File: config.mk
export PLATFORM = sky130hd
export DESIGN_NAME = instr_mem_loader
export DESIGN_NICKNAME = d
export VERILOG_FILES = /design/src/rtl/instr_mem_loader.sv
export SDC_FILE = /design/constraint.sdc
export NUM_CORES = 1
export LEC_CHECK = 0
export BUFFER_PORTS_ARGS = -buffer_cell sky130_fd_sc_hd__buf_2
export CAP_MARGIN = 25
export CELL_PAD_IN_SITES_DETAIL_PLACEMENT = 1
export CELL_PAD_IN_SITES_GLOBAL_PLACEMENT = 1
export CORE_ASPECT_RATIO = 1.1
export CORE_MARGIN = 2
export CORE_UTILIZATION = 45
export CTS_CLUSTER_DIAMETER = 60
export DETAILED_ROUTE_END_ITERATION = 8
export PLACE_DENSITY_LB_ADDON = 0.1
export SLEW_MARGIN = 20
export SYNTH_ARGS = -nofsm -noshare
export SYNTH_HDL_FRONTEND = slang
export SYNTH_SLANG_ARGS = --single-unit
File: constraint.sdc
create_clock -name clk -period 2.9 [get_ports clk]
set_input_delay 0.58 -clock clk [delete_from_list [all_inputs] [get_ports clk]]
set_output_delay 0.58 -clock clk [all_outputs]
set_load 0.01 [all_outputs]
File: src/rtl/instr_mem_loader.sv
// instr_mem_loader: streams 32-bit instruction words into a byte-addressed
// instruction memory. Each word is split big-endian into four byte writes,
// most significant byte at the lowest address. All outputs are Moore-decoded.
module instr_mem_loader #(
  parameter int ADDR_WIDTH = 32,
  parameter int BASE_ADDR  = 0,  // multiple of 4
  parameter int MEM_BYTES  = 256 // multiple of 4, at least 4
) (
  input  logic                  clk,
  input  logic                  rst_n,
  input  logic                  start,
  input  logic                  word_valid,
  input  logic [31:0]           word_data,
  input  logic                  word_last,
  output logic                  word_ready,
  output logic                  mem_we,
  output logic [ADDR_WIDTH-1:0] mem_addr,
  output logic [7:0]            mem_wdata,
  output logic                  busy,
  output logic                  done,
  output logic                  overflow,
  output logic [15:0]           words_loaded
);

  typedef enum logic [1:0] {
    IDLE,
    ACCEPT,
    WRITE,
    DONE
  } state_t;

  localparam logic [ADDR_WIDTH-1:0] BASE  = ADDR_WIDTH'(BASE_ADDR);
  // One past the last usable byte; wraps modulo 2^ADDR_WIDTH like ptr does.
  localparam logic [ADDR_WIDTH-1:0] LIMIT = BASE + ADDR_WIDTH'(MEM_BYTES);

  state_t                state, state_next;
  logic [ADDR_WIDTH-1:0] ptr;
  logic [31:0]           word_q;
  logic                  last_q;
  logic [1:0]            beat;
  logic                  full;

  // ptr only ever advances in whole words, so equality with LIMIT is enough.
  assign full = (ptr == LIMIT);

  // State register.
  always_ff @(posedge clk or negedge rst_n) begin
    if (!rst_n) begin
      state <= IDLE;
    end else begin
      // NOTE: sequential state uses non-blocking assignments so every register
      // samples pre-edge values regardless of statement or process order.
      state <= state_next;
    end
  end

  // Next-state and Moore output decode.
  always_comb begin
    // NOTE: every signal gets a default before the case so no path leaves a
    // value unassigned, which would otherwise infer a latch.
    state_next = state;
    word_ready = 1'b0;
    mem_we     = 1'b0;
    mem_addr   = '0;
    mem_wdata  = 8'h00;
    busy       = 1'b0;
    done       = 1'b0;
    case (state)
      IDLE: begin
        if (start) state_next = ACCEPT;
      end
      ACCEPT: begin
        busy = 1'b1;
        if (full) begin
          state_next = DONE;
        end else begin
          word_ready = 1'b1;
          if (word_valid) state_next = WRITE;
        end
      end
      WRITE: begin
        busy     = 1'b1;
        mem_we   = 1'b1;
        mem_addr = ptr;
        case (beat)
          2'd0:    mem_wdata = word_q[31:24];
          2'd1:    mem_wdata = word_q[23:16];
          2'd2:    mem_wdata = word_q[15:8];
          default: mem_wdata = word_q[7:0];
        endcase
        if (beat == 2'd3) state_next = last_q ? DONE : ACCEPT;
      end
      DONE: begin
        busy       = 1'b1;
        done       = 1'b1;
        state_next = IDLE;
      end
      default: state_next = IDLE;
    endcase
  end

  // Datapath: write pointer, latched word, beat counter and session status.
  always_ff @(posedge clk or negedge rst_n) begin
    if (!rst_n) begin
      ptr          <= BASE;
      word_q       <= 32'h0;
      last_q       <= 1'b0;
      beat         <= 2'd0;
      words_loaded <= 16'h0;
      overflow     <= 1'b0;
    end else begin
      case (state)
        IDLE: begin
          if (start) begin
            ptr          <= BASE;
            words_loaded <= 16'h0;
            overflow     <= 1'b0;
          end
        end
        ACCEPT: begin
          if (full) begin
            overflow <= 1'b1;
          end else if (word_valid) begin
            word_q <= word_data;
            last_q <= word_last;
            beat   <= 2'd0;
          end
        end
        WRITE: begin
          ptr  <= ptr + ADDR_WIDTH'(1);
          beat <= beat + 2'd1;
          if (beat == 2'd3 && words_loaded != 16'hFFFF) begin
            words_loaded <= words_loaded + 16'h1;
          end
        end
        default: ;
      endcase
    end
  end

endmodule

==> flow_summary.json, run 1 <==
{
  "worst_pin_slew_ns": 0.8114,
  "ant_nets": 0,
  "die_x_um": 100.4,
  "drc": 0,
  "core_um2": 9889,
  "syn_to_final_growth_pct": 17.42,
  "drive_gt1_share_pct": 29.28,
  "end_kind": "output pin",
  "grt_max_degree": 47,
  "clkLatencyLatePin_ns": 0.36,
  "finalSetupViolCount": 0,
  "synthTopCellsByArea": "dfrtp_1 (47%), mux2_4 (9.1%), and2_1 (3.9%)",
  "fin_crit_ns": 2.602,
  "cts-hold-fix-buffers": 0,
  "synth_cell_types": 40,
  "rsz0062_at_grt": "no",
  "vias": 3845,
  "final.fill_count": 1141,
  "io_buffers": 97,
  "grt_pass1_wl_mm": 19.41,
  "fp-row-count": 38,
  "clk_pin_slew_ns": 0.09,
  "worst_clock_skew_ns": 0.01331,
  "grt_pass1_vias": 3780,
  "start_util_pct": 46.55,
  "slew_violations": 0,
  "relSlewSlack_pct": 45.78,
  "dp_hpwl_mm": 8.148,
  "holdWs_ns": 0.2036,
  "crit_top_cell": "nor2_1",
  "setup_tns_ns": 0,
  "yosys_register_bits": 86,
  "ios": 98,
  "yosysWarnings": 0,
  "outcome": "finished clean",
  "syn_area_um2": 4603,
  "fp.dieH_um": 110.1,
  "cts_buffer_depth": 2,
  "crit_fanout": 8,
  "grt.overflow.total": 0,
  "htreeDepth": 3,
  "final_core_util_pct": 54.66,
  "wire_per_inst_um": 17.68,
  "syn_avg_cell_area_um2": 10.23,
  "leakage_nw": 2.608,
  "fmax_mhz": 384.3,
  "min_path_type": "input pin to async pin",
  "path_class": "flop to output pin",
  "drv_cap": 0,
  "initialDrtViolationCount": 236,
  "crit_arrival_ns": 2.02,
  "critical_path.slowest_cell": "a222oi_1",
  "synth-main-ff-cell": "dfrtp_1",
  "die-area_um2": 11050,
  "cts_setup_buffers": 0,
  "cts-root-buf": "clkbuf_8",
  "crit_chain": "inv_1 -> ha_1 -> a222oi_1 -> nor2_1 -> a21oi_1 -> nor2_1 -> buf_2",
  "cp-start-kind": "flop",
  "firstDrtPassIters": 5,
  "instances_no_fill": 664,
  "synth_top_cell_by_area": "dfrtp_1",
  "required_ns": 2.32,
  "antenna_found_initial": 1,
  "synth_edf_count": 0,
  "cts_made_buffers": 9,
  "gp_congestion": 0.7539,
  "tritoncts": "built",
  "synth_top_area_share_pct": 46.75,
  "groute.usage.overall_pct": 22.30,
  "syn_nets": 494,
  "cts.sinks": 86,
  "wirelength_mm": 11.74,
  "ir_drop_uv": 446.0,
  "viasPerCell": 5.791,
  "yosysSeqAreaShare_pct": 46.75,
  "async_reset_ff_share_pct": 100.0,
  "place_inst": 647,
  "max_stage_delay_ns": 0.41,
  "layout.nets": 582,
  "power_density_nw_per_um2": 757.1,
  "hold_violations": 0,
  "netlist_instances": 450,
  "finalCritPeriodShare_pct": 89.73,
  "cts_resized": 0
}
==> cell type report <==
class	instances	area, um2	area share [%]
Tap cell	120	150.1	2.778
Sequential cell	86	2152	39.81
Multi-Input combinational cell	326	2265	41.90
Antenna cell	1	2.502	0.04630
Clock inverter	5	81.33	1.505
Clock buffer	11	151.4	2.801
Inverter	12	45.04	0.8333
Timing Repair Buffer	103	558.0	10.32
==> synthesized netlist by cell type, drive strengths merged (2+ instances only) <==
cell type and instances:
o311ai 2, nor2b 2, nor3 2, ha 7, dfrtp 86, inv 12, o22ai 3, o31ai 17
nand2b 3, nand4 14, nor4b 2, and4 8, clkbuf 15, a31oi 8, nand3 23, mux2i 8
o41ai 4, o211ai 12, o21ai 34, mux2 33, a222oi 8, nor2 35, nor4 7, and2 29
buf 11, nand2 38, and3 8, a21oi 15
==> per-layer routing <==
layer	part of all wire, %	vias up	wire (um)	global-route usage, %
met5	0	-	0	0
met4	0.66	0	77	6.458
met3	4.5	6	524	3.972
met2	48	88	5649	35.95
met1	47	1917	5487	30.99
li1	-	1834	-	-
==> worst paths after layout <==
| path | to | cells after the start | from | slack, ns |
|---|---|---|---|---|
| worst max-delay path | mem_wdata[6] | 7 | beat[0]$_DFFE_PN0P_ | 0.30 |
| worst min-delay path | words_loaded[2]$_DFFE_PN0P_ | 1 | rst_n | 0.20 |
| worst max register to register | ptr[31]$_DFFE_PN0P_ | 5 | ptr[3]$_DFFE_PN0P_ | 0.74 |
| worst min register to register | words_loaded[14]$_DFFE_PN0P_ | 1 | words_loaded[14]$_DFFE_PN0P_ | 0.50 |
| max in group asynchronous | ptr[31]$_DFFE_PN0P_ | 2 | rst_n | 2.05 |
| min in group clk | word_q[7]$_DFFE_PN0P_ | 2 | word_data[7] | 0.45 |
==> metrics by stage <==
| step | total power [W] | setup WS, ns | instance area (um2) |
|---|---|---|---|
| after floorplan | 0.002737 | 0.9193 | 4603 |
| after global placement | 0.003081 | 0.7706 | 5170 |
| after detailed placement | 0.003136 | 0.6848 | 5170 |
| after CTS | 0.004136 | 0.2713 | 5403 |
| after global routing | 0.004355 | 0.1396 | 5403 |
| final | 0.004092 | 0.2978 | 5405 |
==> report_power, final <==
part	switching, W	internal (W)	total (W)
sequential	0.000220	0.00149	0.00170
combinational	0.000727	0.000687	0.00141
clock	0.000441	0.000532	0.000973
==> cell usage in the layout, fill, tap and decap left out, types with 2 or more instances in the layout <==
cell        n
and2_1     29
nand4_1    14
and3_1      8
buf_4       5
ha_1        7
mux2i_1     8
a21oi_1    15
nand2b_1    3
o22ai_1     3
a222oi_1    8
o41ai_1     4
buf_12      2
bufinv_16   2
inv_1      11
o211ai_1   12
clkbuf_8   11
nand2_1    38
and4_1      8
o21ai_0    34
nand3_1    23
nor2b_1     2
buf_2      96
nor3_1      2
nor2_1     33
nor4_1      6
o31ai_1    17
a31oi_1     8
mux2_2      5
o311ai_0    2
mux2_4     28
dfrtp_1    86
==> kinds of logic after synthesis <==
group                    count (synthesis)  synth area share [%]
multiplexers                            41                 12.10
flip-flops                              86                 46.75
AO/OA/AOI/OAI                          103                 14.43
AND/OR/NAND/NOR                        175                 20.77
adder cells (fa/ha/maj)                  7                 1.903
buffers and inverters                   38                 4.050
==> registers in the layout (all words and copies together) (netlist names) <==
name,count
beat,2
last_q,1
overflow,1
ptr,32
state,2
word_q,32
words_loaded,16
==> critical path, delay by kind of cell (launching register included) <==
| family | cells | cell delay [ns] |
|---|---|---|
| buf+inv | 2 | 0.24 |
| simple gates | 2 | 0.14 |
| compound gates | 2 | 0.56 |
| fa+ha+maj | 1 | 0.33 |
| flops | 1 | 0.39 |
No activity file was read; power rests on OpenSTA's default activity.
==> run 2: changes to the inputs <==
CORE_ASPECT_RATIO = 1.2   (was 1.1)
SLEW_MARGIN = 0   (was 20)
==> run 2 against run 1 <==
Compared with the run above: design area rose by 0.56%; via count rose by 3.0%; register-to-register slack got worse by 0.10 ns; utilization fell by 0.36 points; clock skew fell by 0.0047 ns; critical path depth did not move; worst setup slack got worse by 0.060 ns; hold slack improved by 0.054 ns; die area barely moved; non-clock buffer count did not move; critical endpoint unchanged.
==> flow_summary.json, run 2 (synthesis gave the netlist of run 1 again) <==
{
  "outcome": "finished clean",
  "start_util_pct": 45.99,
  "cts.sinks": 86,
  "syn_to_final_growth_pct": 18.08,
  "r2r-end": "ptr[31]$_DFFE_PN0P_",
  "fin_ws_ns": 0.2377,
  "cts_resized": 0,
  "hold_violations": 0,
  "gp_congestion": 0.7705,
  "clk_pin_slew_ns": 0.07,
  "wirelength_mm": 12.22,
  "placed_area_um2": 5177,
  "timing.rr.start": "ptr[3]$_DFFE_PN0P_",
  "groute.usage.overall_pct": 23.20,
  "cts_buffer_depth": 2,
  "firstDrtPassIters": 4,
  "final.fill_count": 1162,
  "crit_top_cell": "nor2_1",
  "power_density_nw_per_um2": 769.5,
  "cts_setup_buffers": 0,
  "drv_cap": 0,
  "drive_gt1_share_pct": 28.78,
  "relSlewSlack_pct": 44.30,
  "cp_top_family": "compound AO/OA/AOI/OAI gates",
  "fin_crit_ns": 2.662,
  "critical_path.slowest_cell": "dfrtp_1",
  "viasPerCell": 5.927,
  "max_stage_delay_ns": 0.40,
  "vias": 3959,
  "htreeDepth": 3,
  "io_buffers": 97,
  "drc": 0,
  "reg2reg_slack_ns": 0.64,
  "crit_arrival_ns": 2.08,
  "grt_pass1_wl_mm": 20.09,
  "place_inst": 653,
  "clkLatencyLatePin_ns": 0.34,
  "tritoncts": "built",
  "end_kind": "output pin",
  "grt.overflow.total": 0,
  "finalCritPeriodShare_pct": 91.80,
  "antenna_found_initial": 0,
  "min_path_type": "input pin to async pin",
  "layout.nets": 582,
  "grt_max_degree": 48,
  "required_ns": 2.32,
  "slew_violations": 0,
  "die-area_um2": 11060,
  "crit_fanout": 8,
  "ios": 98,
  "r2r_cells": 5,
  "worst_pin_slew_ns": 0.8355,
  "cp-start-kind": "flop",
  "reg_top3": "ptr (32), word_q (32), words_loaded (16)",
  "finalSetupViolCount": 0,
  "grt_pass1_vias": 4015,
  "setup_tns_ns": 0,
  "leakage_nw": 2.613,
  "antenna_cells": 0,
  "ant_nets": 0,
  "fmax_mhz": 375.6,
  "cts-hold-fix-buffers": 0,
  "cts-root-buf": "clkbuf_16",
  "cts_made_buffers": 9,
  "postLayoutCellArea_um2": 5435,
  "rsz0062_at_grt": "no",
  "die_x_um": 96.33,
  "core_um2": 10010,
  "path_class": "flop to output pin",
  "pre_cts_slack_ns": 0.6283,
  "wire_per_inst_um": 18.30,
  "fp-row-count": 40,
  "instances_no_fill": 668,
  "fp.dieH_um": 114.8,
  "final_cell_mix": "buf_2 (96), dfrtp_1 (86), nand2_1 (38)",
  "critPathBufInv": 2,
  "ir_drop_uv": 373.6,
  "dp_hpwl_mm": 8.393,
  "worst_clock_skew_ns": 0.008643,
  "crit_chain": "inv_1 -> ha_1 -> a222oi_1 -> nor2_1 -> a21oi_1 -> nor2_1 -> buf_2",
  "initialDrtViolationCount": 172,
  "layout_commonest_cell": "buf_2"
}
-- run 2: how the worst max path moves through the flow --
| stage | from | to | slack (ns) | cells after the start |
|---|---|---|---|---|
| CTS | beat[0]$_DFFE_PN0P_ | mem_wdata[6] | 0.25 | 7 |
| global route | beat[0]$_DFFE_PN0P_ | mem_wdata[3] | 0.11 | 7 |
| finish | beat[0]$_DFFE_PN0P_ | mem_wdata[6] | 0.24 | 7 |
| floorplan | ptr[0]$_DFFE_PN0P_ | last_q$_DFFE_PN0P_ | 0.92 | 8 |
| global placement | beat[0]$_DFFE_PN0P_ | mem_wdata[5] | 0.66 | 7 |
| detailed placement | beat[0]$_DFFE_PN0P_ | mem_wdata[5] | 0.63 | 7 |
-- run 2: routing by layer --
layer,up-vias,routed length (um),track usage (%)
met1,2015,5490,30.47
met2,90,6016,38.56
met4,0,196,7.418
met3,15,520,4.522
li1,1839,-,-
met5,-,0,0
-- run 2: per-stage QoR --
step | power (W) | hold WS [ns] | util, %
after global routing | 0.004440 | 0.3134 | 54.30
after floorplan | 0.002737 | 0.2844 | -
final | 0.004183 | 0.2576 | 54.30
after CTS | 0.004215 | 0.2909 | 54.30
after global placement | 0.003084 | 0.4901 | 51.73
after detailed placement | 0.003158 | 0.4983 | 51.73
-- run 2: area by class of cell --
| type | instances | area, um2 | area share (%) |
|---|---|---|---|
| clock inverters | 4 | 25.02 | 0.4604 |
| multi-input cells | 326 | 2265 | 41.67 |
| repair buffers | 103 | 558.0 | 10.27 |
| flip-flops and latches | 86 | 2152 | 39.59 |
| well taps | 126 | 157.7 | 2.901 |
| clock buffers | 11 | 232.7 | 4.282 |
| inverters | 12 | 45.04 | 0.8287 |
-- run 2: power breakdown --
group	switching, W	internal [W]	total (W)
Clock	0.000467	0.000573	0.00104
Combinational	0.000753	0.000695	0.00145
Sequential	0.000207	0.00149	0.00169
Total	0.00143	0.00276	0.00418
